[src/rtl/lif_spike_aer_tx.sv]
// Spike-vector to AER serializer: one event per set bit, lowest index first, then an EOT beat.
// Optional AER_TIMESTAMP_EN adds aer_ts_o carrying the accepted-tick count.
module lif_spike_aer_tx #(
  parameter int NUM_NEURONS = 254,
  parameter int ADDR_W      = 8,
  parameter int DROP_CNT_W  = 16
) (
  input  logic                   clk_i,
  input  logic                   rst_i,
  input  logic                   tick_i,
  input  logic [NUM_NEURONS-1:0] spikes_i,
  output logic                   aer_valid_o,
  input  logic                   aer_ready_i,
  output logic [ADDR_W-1:0]      aer_addr_o,
  output logic                   aer_eot_o,
  output logic                   busy_o,
  output logic                   done_o,
  output logic                   overflow_o,
  output logic [DROP_CNT_W-1:0]  drop_cnt_o
`ifdef AER_TIMESTAMP_EN
  ,
  output logic [15:0]            aer_ts_o
`endif
);

  typedef enum logic [1:0] {
    IDLE,
    LOAD,
    EMIT,
    EOT
  } state_e;

  state_e state_q, state_d;

  logic [NUM_NEURONS-1:0] pend_q, pend_d, pend_rest;
  logic                   valid_q, valid_d;
  logic                   eot_q, eot_d;
  logic                   done_q, done_d;
  logic                   busy_q, busy_d;
  logic                   ovf_q, ovf_d;
  logic [ADDR_W-1:0]      addr_q, addr_d;
  logic [DROP_CNT_W-1:0]  drop_q, drop_d;
  logic                   hs;
  logic                   drop;

`ifdef AER_TIMESTAMP_EN
  logic [15:0] tcnt_q, tcnt_d;
  logic [15:0] ts_q, ts_d;
`endif

  function automatic logic [ADDR_W-1:0] lowest(
    input logic [NUM_NEURONS-1:0] v
  );
    lowest = '0;
    for (int i = NUM_NEURONS - 1; i >= 0; i--) begin
      if (v[i]) lowest = ADDR_W'(i);
    end
  endfunction

  assign hs        = valid_q & aer_ready_i;
  assign drop      = tick_i & (state_q != IDLE);
  // Clearing the lowest set bit removes exactly the beat just accepted.
  assign pend_rest = pend_q & (pend_q - NUM_NEURONS'(1));

  always_comb begin
    state_d = state_q;
    pend_d  = pend_q;
    valid_d = valid_q;
    eot_d   = eot_q;
    addr_d  = addr_q;
    done_d  = 1'b0;
    ovf_d   = ovf_q | drop;
    drop_d  = drop_q;
    if (drop && (drop_q != '1)) begin
      drop_d = drop_q + DROP_CNT_W'(1);
    end
`ifdef AER_TIMESTAMP_EN
    tcnt_d = tcnt_q;
    ts_d   = ts_q;
`endif
    unique case (state_q)
      IDLE: begin
        if (tick_i) begin
          pend_d  = spikes_i;
          state_d = LOAD;
`ifdef AER_TIMESTAMP_EN
          tcnt_d  = tcnt_q + 16'd1;
`endif
        end
      end
      LOAD: begin
        valid_d = 1'b1;
`ifdef AER_TIMESTAMP_EN
        ts_d    = tcnt_q;
`endif
        if (|pend_q) begin
          addr_d  = lowest(pend_q);
          state_d = EMIT;
        end else begin
          eot_d   = 1'b1;
          addr_d  = '0;
          state_d = EOT;
        end
      end
      EMIT: begin
        if (hs) begin
          pend_d = pend_rest;
          if (|pend_rest) begin
            addr_d = lowest(pend_rest);
          end else begin
            eot_d   = 1'b1;
            addr_d  = '0;
            state_d = EOT;
          end
        end
      end
      EOT: begin
        if (hs) begin
          valid_d = 1'b0;
          eot_d   = 1'b0;
          done_d  = 1'b1;
          state_d = IDLE;
        end
      end
      default: state_d = IDLE;
    endcase
    busy_d = (state_d != IDLE);
  end

  always_ff @(posedge clk_i or posedge rst_i) begin
    if (rst_i) begin
      state_q <= IDLE;
      pend_q  <= '0;
      valid_q <= 1'b0;
      eot_q   <= 1'b0;
      addr_q  <= '0;
      done_q  <= 1'b0;
      busy_q  <= 1'b0;
      ovf_q   <= 1'b0;
      drop_q  <= '0;
`ifdef AER_TIMESTAMP_EN
      tcnt_q  <= '0;
      ts_q    <= '0;
`endif
    end else begin
      state_q <= state_d;
      pend_q  <= pend_d;
      valid_q <= valid_d;
      eot_q   <= eot_d;
      addr_q  <= addr_d;
      done_q  <= done_d;
      busy_q  <= busy_d;
      ovf_q   <= ovf_d;
      drop_q  <= drop_d;
`ifdef AER_TIMESTAMP_EN
      tcnt_q  <= tcnt_d;
      ts_q    <= ts_d;
`endif
    end
  end

  assign aer_valid_o = valid_q;
  assign aer_addr_o  = addr_q;
  assign aer_eot_o   = eot_q;
  assign busy_o      = busy_q;
  assign done_o      = done_q;
  assign overflow_o  = ovf_q;
  assign drop_cnt_o  = drop_q;
`ifdef AER_TIMESTAMP_EN
  assign aer_ts_o    = ts_q;
`endif

endmodule

[config.mk]
export PLATFORM = sky130hd
export DESIGN_NAME = lif_spike_aer_tx
export DESIGN_NICKNAME = d
export VERILOG_FILES = /design/src/rtl/lif_spike_aer_tx.sv
export SDC_FILE = /design/constraint.sdc
export NUM_CORES = 1
export LEC_CHECK = 0
export BUFFER_PORTS_ARGS = -buffer_cell sky130_fd_sc_hd__buf_2
export CAP_MARGIN = 15
export CORE_AREA = 2 2 255 257
export CTS_CLUSTER_DIAMETER = 200
export DETAILED_ROUTE_END_ITERATION = 10
export DIE_AREA = 0 0 257 259
export PLACE_DENSITY = 0.64
export RECOVER_POWER = 100
export SETUP_SLACK_MARGIN = 0.05
export SYNTH_ARGS = -nofsm -noshare
export SYNTH_HDL_FRONTEND = slang
export SYNTH_SLANG_ARGS = --single-unit
[constraint.sdc]
create_clock -name clk_i -period 10.7 [get_ports clk_i]
set_input_delay 1.605 -clock clk_i [delete_from_list [all_inputs] [get_ports clk_i]]
set_output_delay 1.605 -clock clk_i [all_outputs]
set_load 0.01 [all_outputs]
==> results of run 1 <==
-- registers in the layout, indices dropped and copies added (netlist names) --
register / flops
pend_q: 254
drop_cnt_o: 16
aer_addr_o: 8
state_q: 2
aer_eot_o: 1
aer_valid_o: 1
busy_o: 1
done_o: 1
overflow_o: 1
-- cells in the final DEF, fill, tap and decap left out, types with 34 or more instances in the layout --
cell type  count
or2_2         39
dfrtp_1      285
a31oi_1       34
a21oi_1      199
buf_4         42
nand4_1      104
nor3_1       112
or4_1         58
buf_2        255
nand3_1      124
o31ai_1       84
a211oi_1      39
a22o_1       180
o21ai_0      324
nand2_1      503
or3_1         47
clkbuf_1      47
nor4_1       158
clkbuf_16     36
inv_1         85
nor2_1       323
-- final timing paths --
check | start | endpoint | slack [ns]
max in group asynchronous | rst_i | pend_q[104]$_DFFE_PP0P_ | 3.49
min in group asynchronous | rst_i | busy_o$_DFF_PP0_ | 2.30
max | state_q[0]$_DFF_PP0_ | pend_q[89]$_DFFE_PP0P_ | 2.86
max reg2reg | state_q[0]$_DFF_PP0_ | pend_q[89]$_DFFE_PP0P_ | 2.86
min | overflow_o$_DFF_PP0_ | overflow_o$_DFF_PP0_ | 0.48
min reg2reg | overflow_o$_DFF_PP0_ | overflow_o$_DFF_PP0_ | 0.48
-- area by class of cell --
type,count,share of cell area
multi-input cells,2839,0.593
flip-flops and latches,285,0.253
repair buffers,337,0.0631
well taps,855,0.0380
clock buffers,49,0.0352
inverters,86,0.0115
clock inverters,15,0.00516
diodes,1,0.0000889
-- layer usage --
metal,part of all wire,vias up,global-route usage
met5,0.00022,-,0
met4,0.051,4,0.163
met3,0.088,380,0.0608
met2,0.45,1768,0.564
met1,0.41,14600,0.472
li1,-,13400,-
-- kinds of logic after synthesis --
group / after synthesis / synth area share
DFF: 285 / 0.282
muxes: 2 / 0.000841
and+or+nand+nor: 1656 / 0.337
xor gates and xnor gates: 18 / 0.00623
AOI/OAI and AO/OA: 1146 / 0.310
adders and majority gates: 17 / 0.00683
buffers and inverters: 373 / 0.0575
-- power groups by stage --
| stage | clock, mW | combinational (mW) | sequential [mW] |
|---|---|---|---|
| 2_1_floorplan | 0 | 3.71 | 1.88 |
| 5_1_grt | 1.27 | 5.14 | 2.78 |
| 6_report | 1.21 | 4.76 | 2.71 |
| 3_3_place_gp | 0 | 4.64 | 2.66 |
| 4_1_cts | 1.23 | 4.63 | 2.64 |
| 3_5_place_dp | 0 | 4.60 | 2.65 |
-- metrics by stage --
| stage | cells | hold slack, ns |
|---|---|---|
| global route | 4466 | 0.494 |
| floorplan | 3497 | 0.504 |
| detailed placement | 4401 | 0.454 |
| CTS | 4465 | 0.467 |
| finish | 4467 | 0.482 |
| global placement | 4401 | 0.462 |
-- worst register-to-register path: stages, from the launching register on --
cell	delay [ns]
dfrtp_1	0.70
inv_1	0.18
nand2_1	2.27
clkbuf_1	3.19
o21ai_0	0.99
a22o_1	0.39
==> impl_metrics.json, run 1 <==
{
  "status": "finished, violations left",
  "violations": "capacitance limit, slew limit",
  "rsz0062_at_grt": "false",
  "routed_via_density": 6.77,
  "gr-total-overflow": 0,
  "synth_cells": 3497,
  "worst_pin_slew_ns": 4.43,
  "post-place-ws_ns": 4.31,
  "cp_max_fo": 83,
  "finalCritPeriodShare": 0.733,
  "fp.dieW_um": 257,
  "drcViolationCount": 0,
  "netlist.area_leader.share": 0.282,
  "setup_viol_count_final": 0,
  "critical_path_class": "register to register",
  "grt_max_degree": 190,
  "finalPower_mw": 8.68,
  "p_clk_frac": 0.139,
  "syn2layout_area_growth_pct": 11.3,
  "nFillCells": 6722,
  "tns_ns": 0,
  "holdBufCountCts": 0,
  "fp.dieH_um": 259,
  "wl_per_cell_um": 27.6,
  "drive_gt1_frac": 0.129,
  "antenna_found_initial": 3,
  "cts_buffers": 36,
  "ys_async_sr_fraction": 1.00,
  "postCtsSetupBuffers": 0,
  "p_seq_frac": 0.312,
  "postLayoutCoreUtil": 0.440,
  "worst_slack_ns": 2.86,
  "cp_slowest_stage_delay_ns": 3.17,
  "synth_flop_cell": "dfrtp_1",
  "relSlewSlack": -1.95,
  "vias": 30200,
  "htree_levels": 2,
  "cts.sinks": 285,
  "ys_warn_count": 0,
  "reg2regPathDepth": 5,
  "finalClockSkew_ns": 0.0257,
  "initial_core_util": 0.396,
  "rows": 93,
  "io_buffers": 286,
  "first_iter_violations": 4288,
  "place.gp.congestion": 1.02,
  "dieArea_um2": 66600,
  "worstSetupEndpointType": "register",
  "path_cells": "inv_1, nand2_1, clkbuf_1, o21ai_0, a22o_1",
  "slowest_stage": "clkbuf_1",
  "clockRootBuffer": "clkbuf_16",
  "multi_input_area_um2": 16700,
  "synth_area_um2": 25300,
  "yosysTopAreaCell": "dfrtp_1",
  "yosysMostFrequentCell": "nand2_1",
  "hp-class": "register to register",
  "crit_arrival_ns": 8.29,
  "synthesis.nets": 3756,
  "grtUsageTotal": 0.355,
  "p_sw_frac": 0.552,
  "min_path_cells": 1,
  "synth_area_per_cell_um2": 7.23,
  "dpl_cell_area_um2": 27100,
  "yosysSeqAreaShare": 0.282,
  "postCtsResizedCells": 0,
  "synth_edf_count": 0,
  "ys_top_cells_by_count": "nand2_1 (503), o21ai_0 (324), nor2_1 (323), dfrtp_1 (285), clkbuf_1 (244)",
  "crit_cells": 5,
  "design_area_um2": 28100,
  "ys_top_cells_by_area": "dfrtp_1 (28%), nand2_1 (7.5%), o21ai_0 (6.4%)",
  "dr.pass1.iters": 6,
  "wirelength_mm": 123,
  "antenna_left": 0,
  "cts_tree": "built",
  "cp-start-kind": "register",
  "critical-path-top-delay-family": "buffers and inverters",
  "grt_pass1_vias": 28200,
  "hold_viol": 0,
  "hpwl_mm": 93.5,
  "seqCellArea_um2": 7130,
  "post-route-min-period_ns": 7.84,
  "synth_cell_type_count": 94,
  "switchingPower_mw": 4.79,
  "final_max_slew_viol_count": 607,
  "nets": 3844,
  "ir_drop_mv": 0.233,
  "ios": 287,
  "crit_buf_inv": 2,
  "p_leak_nw": 10.5,
  "power_frac_comb": 0.549,
  "max_freq_mhz": 127,
  "clkLatencyLatePin_ns": 0.58,
  "grt_pass1_wl_mm": 183,
  "ys_ff_latch": 285,
  "cp.required_ns": 11.15,
  "internal-power_mw": 3.89,
  "clkSlewWorstSetupHoldPaths_ns": 0.06,
  "drv_cap": 9,
  "core_um2": 63900,
  "clockBufferDepth": 3,
  "pwr_density_cell_nw_per_um2": 308
}
No activity file was read; power rests on OpenSTA's default activity.
==> inputs of run 2 (changes only) <==
Settings changed: ABC_AREA set to 1, CORE_AREA 2 2 255 257 to 2 2 254 256, DIE_AREA 0 0 257 259 to 0 0 256 258, PLACE_DENSITY 0.64 to 0.66.
Clock period 10.7 ns to 6.3 ns, I/O delays scaled along.
==> run 2 against run 1 <==
Effect of this change: routed wire length fell by 0.86%; the flow finishes with violations (capacitance limit, slew limit, setup timing); die area fell by 0.77%; combinational power rose to 2.9 times the previous value; clock power rose by 92%; sequential cell count did not move; fmax fell by 47%; core utilization rose by 16 points; hold slack got worse by 0.0050 ns.
==> impl_metrics.json, run 2 <==
{
  "fin_hold_ws_ns": 0.477,
  "fp.dieW_um": 256,
  "setup_viol_count_final": 4,
  "cp-start-kind": "register",
  "place.gp.congestion": 1.07,
  "synthesis.nets": 4667,
  "top_register": "pend_q",
  "ir_drop_mv": 0.514,
  "dr.pass1.iters": 6,
  "yosys.area_share.simple": 0.406,
  "slowest_stage": "dfrtp_2",
  "core_um2": 63600,
  "netlist.area_leader.share": 0.285,
  "critical_path_class": "register to register",
  "max_freq_mhz": 67.9,
  "grtUsageTotal": 0.360,
  "synth_flop_cell": "dfrtp_1",
  "synth_top_family_by_area": "simple AND/OR/NAND/NOR gates",
  "worst_pin_slew_ns": 4.94,
  "rows": 93,
  "dpl_cell_area_um2": 36400,
  "initial_core_util": 0.393,
  "clkLatencyLatePin_ns": 0.60,
  "yosysSeqAreaShare": 0.285,
  "cts_buffers": 38,
  "cts_tree": "built",
  "ios": 287,
  "finalCritPeriodShare": 2.34,
  "status": "finished, violations left",
  "drcViolationCount": 0,
  "dp.cells": 6668,
  "ys_warn_count": 0,
  "violations": "capacitance limit, slew limit, setup timing",
  "clockBufferDepth": 3,
  "worst_slack_ns": -8.42,
  "fp.dieH_um": 258,
  "routed_via_density": 5.08,
  "clkSlewWorstSetupHoldPaths_ns": 0.06,
  "cp_slowest_stage_delay_ns": 0.44,
  "p_leak_nw": 19.7,
  "cp_common_cell": "nand2_1",
  "yosysTopAreaCell": "dfrtp_1",
  "holdBufCountCts": 0,
  "synth_edf_count": 0,
  "final_max_slew_viol_count": 428,
  "grt_pass1_vias": 32900,
  "cp.required_ns": 6.78,
  "crit_buf_inv": 4,
  "antenna_left": 0,
  "cts.sinks": 285,
  "ys_top_cells_by_count": "nand2_1 (1271), nor2_1 (976), inv_1 (595), o21ai_0 (332), dfrtp_1 (285)",
  "worstSetupEndpointType": "register",
  "crit_arrival_ns": 15.20,
  "hold_viol": 0,
  "dieArea_um2": 66000,
  "finalClockSkew_ns": 0.0284,
  "ys_ff_latch": 285,
  "post-route-min-period_ns": 14.72,
  "rsz0062_at_grt": "true",
  "relSlewSlack": -2.30,
  "grt_max_degree": 175,
  "postLayoutCoreUtil": 0.604,
  "drive_gt1_frac": 0.313,
  "vias": 34300,
  "synth_cell_type_count": 50,
  "hpwl_mm": 101,
  "first_iter_violations": 3031,
  "synthMuxAreaShare": 0,
  "clockRootBuffer": "clkbuf_16",
  "final_common_cell": "nand2_1",
  "drv_cap": 5,
  "critical-path-top-delay-family": "simple AND/OR/NAND/NOR gates",
  "io_buffers": 286,
  "syn2layout_area_growth_pct": 53.8,
  "synth_xor_area_frac": 0.00525,
  "synth_area_um2": 25000,
  "num_antenna_cells": 0,
  "antenna_found_initial": 0,
  "htree_levels": 2,
  "pwr_density_cell_nw_per_um2": 522,
  "nets": 6133,
  "ys_async_sr_fraction": 1.00,
  "wirelength_mm": 122,
  "synth_area_per_cell_um2": 5.67,
  "synth_cells": 4408,
  "design_area_um2": 38500,
  "gr-total-overflow": 0,
  "hp-class": "register to register",
  "synth-compound-area-share": 0.192,
  "yosysMostFrequentCell": "nand2_1",
  "largest_reg_flops": 254,
  "final_cell_mix": "nand2_1 (1257), buf_4 (1238), nor2_1 (861)",
  "ys_top_cells_by_area": "dfrtp_1 (29%), nand2_1 (19%), nor2_1 (15%)",
  "yosys.area_share.adder": 0.000500,
  "fin_cells": 6758,
  "post-place-ws_ns": -8.42,
  "cp_max_fo": 4,
  "grt_pass1_wl_mm": 185,
  "wl_per_cell_um": 18.1
}
run 2: cell types whose count changed after synthesis, sizes merged, moves of 63 or more:
cell    change
a22o      -179
clkbuf    -150
inv       +538
nand2     +781
nand4      -76
nor2      +699
nor3       -63
nor4      -158
o22ai     +199
o31ai      -74
run 2: layout make-up:
type / instances / area, um2
Clock buffer: 51 / 1080
Inverter: 626 / 2360
Timing Repair Buffer: 1538 / 10800
Clock inverter: 18 / 213
Sequential cell: 285 / 7150
Tap cell: 855 / 1070
Multi-Input combinational cell: 3385 / 15800
Fill cell: 6427 / 25200
run 2: worst paths after layout:
kind	from	end	slack [ns]	cells past startpoint
max in group asynchronous	rst_i	pend_q[190]$_DFFE_PP0P_	0.92	3
setup reg to reg	pend_q[19]$_DFFE_PP0P_	aer_addr_o[0]$_DFFE_PP0P_	-8.42	258
min in group asynchronous	rst_i	pend_q[82]$_DFFE_PP0P_	1.10	3
hold / removal	overflow_o$_DFF_PP0_	overflow_o$_DFF_PP0_	0.48	1
hold reg to reg	overflow_o$_DFF_PP0_	overflow_o$_DFF_PP0_	0.48	1
setup / recovery	pend_q[19]$_DFFE_PP0P_	aer_addr_o[0]$_DFFE_PP0P_	-8.42	258
run 2: kinds of logic after synthesis:
group | Yosys count
AO/OA/AOI/OAI | 851
XOR/XNOR | 15
adder cells (fa/ha/maj) | 1
buffers and inverters | 738
flip-flops | 285
AND/OR/NAND/NOR | 2518
run 2: timing repair:
action,in CTS,in global routing
pin swaps,16,28
resized for setup,53,164
endpoints found under the setup margin,4,4
buffers inserted,13,8
run 2: where the power goes:
group          leakage, nW  internal (mW)  switching, mW
clock                0.624           1.34          0.976
sequential            3.49           2.75          0.976
combinational         15.6           6.17           7.87
total                 19.7           10.3           9.82
run 2: per-layer routing:
layer	vias to the layer above	share of wire	GRT usage
met5	-	0	0
met4	0	0.042	0.137
met3	257	0.059	0.0411
met2	1174	0.46	0.602
met1	15900	0.44	0.478
li1	17000	-	-
run 2: through the flow:
| step | power, mW | setup TNS, ns |
|---|---|---|
| 2_1_floorplan | 10.7 | -8.82 |
| 3_3_place_gp | 17.1 | -15.82 |
| 3_5_place_dp | 17.2 | -15.66 |
| 4_1_cts | 19.7 | -14.70 |
| 5_1_grt | 21.8 | -22.64 |
| 6_report | 20.1 | -15.28 |
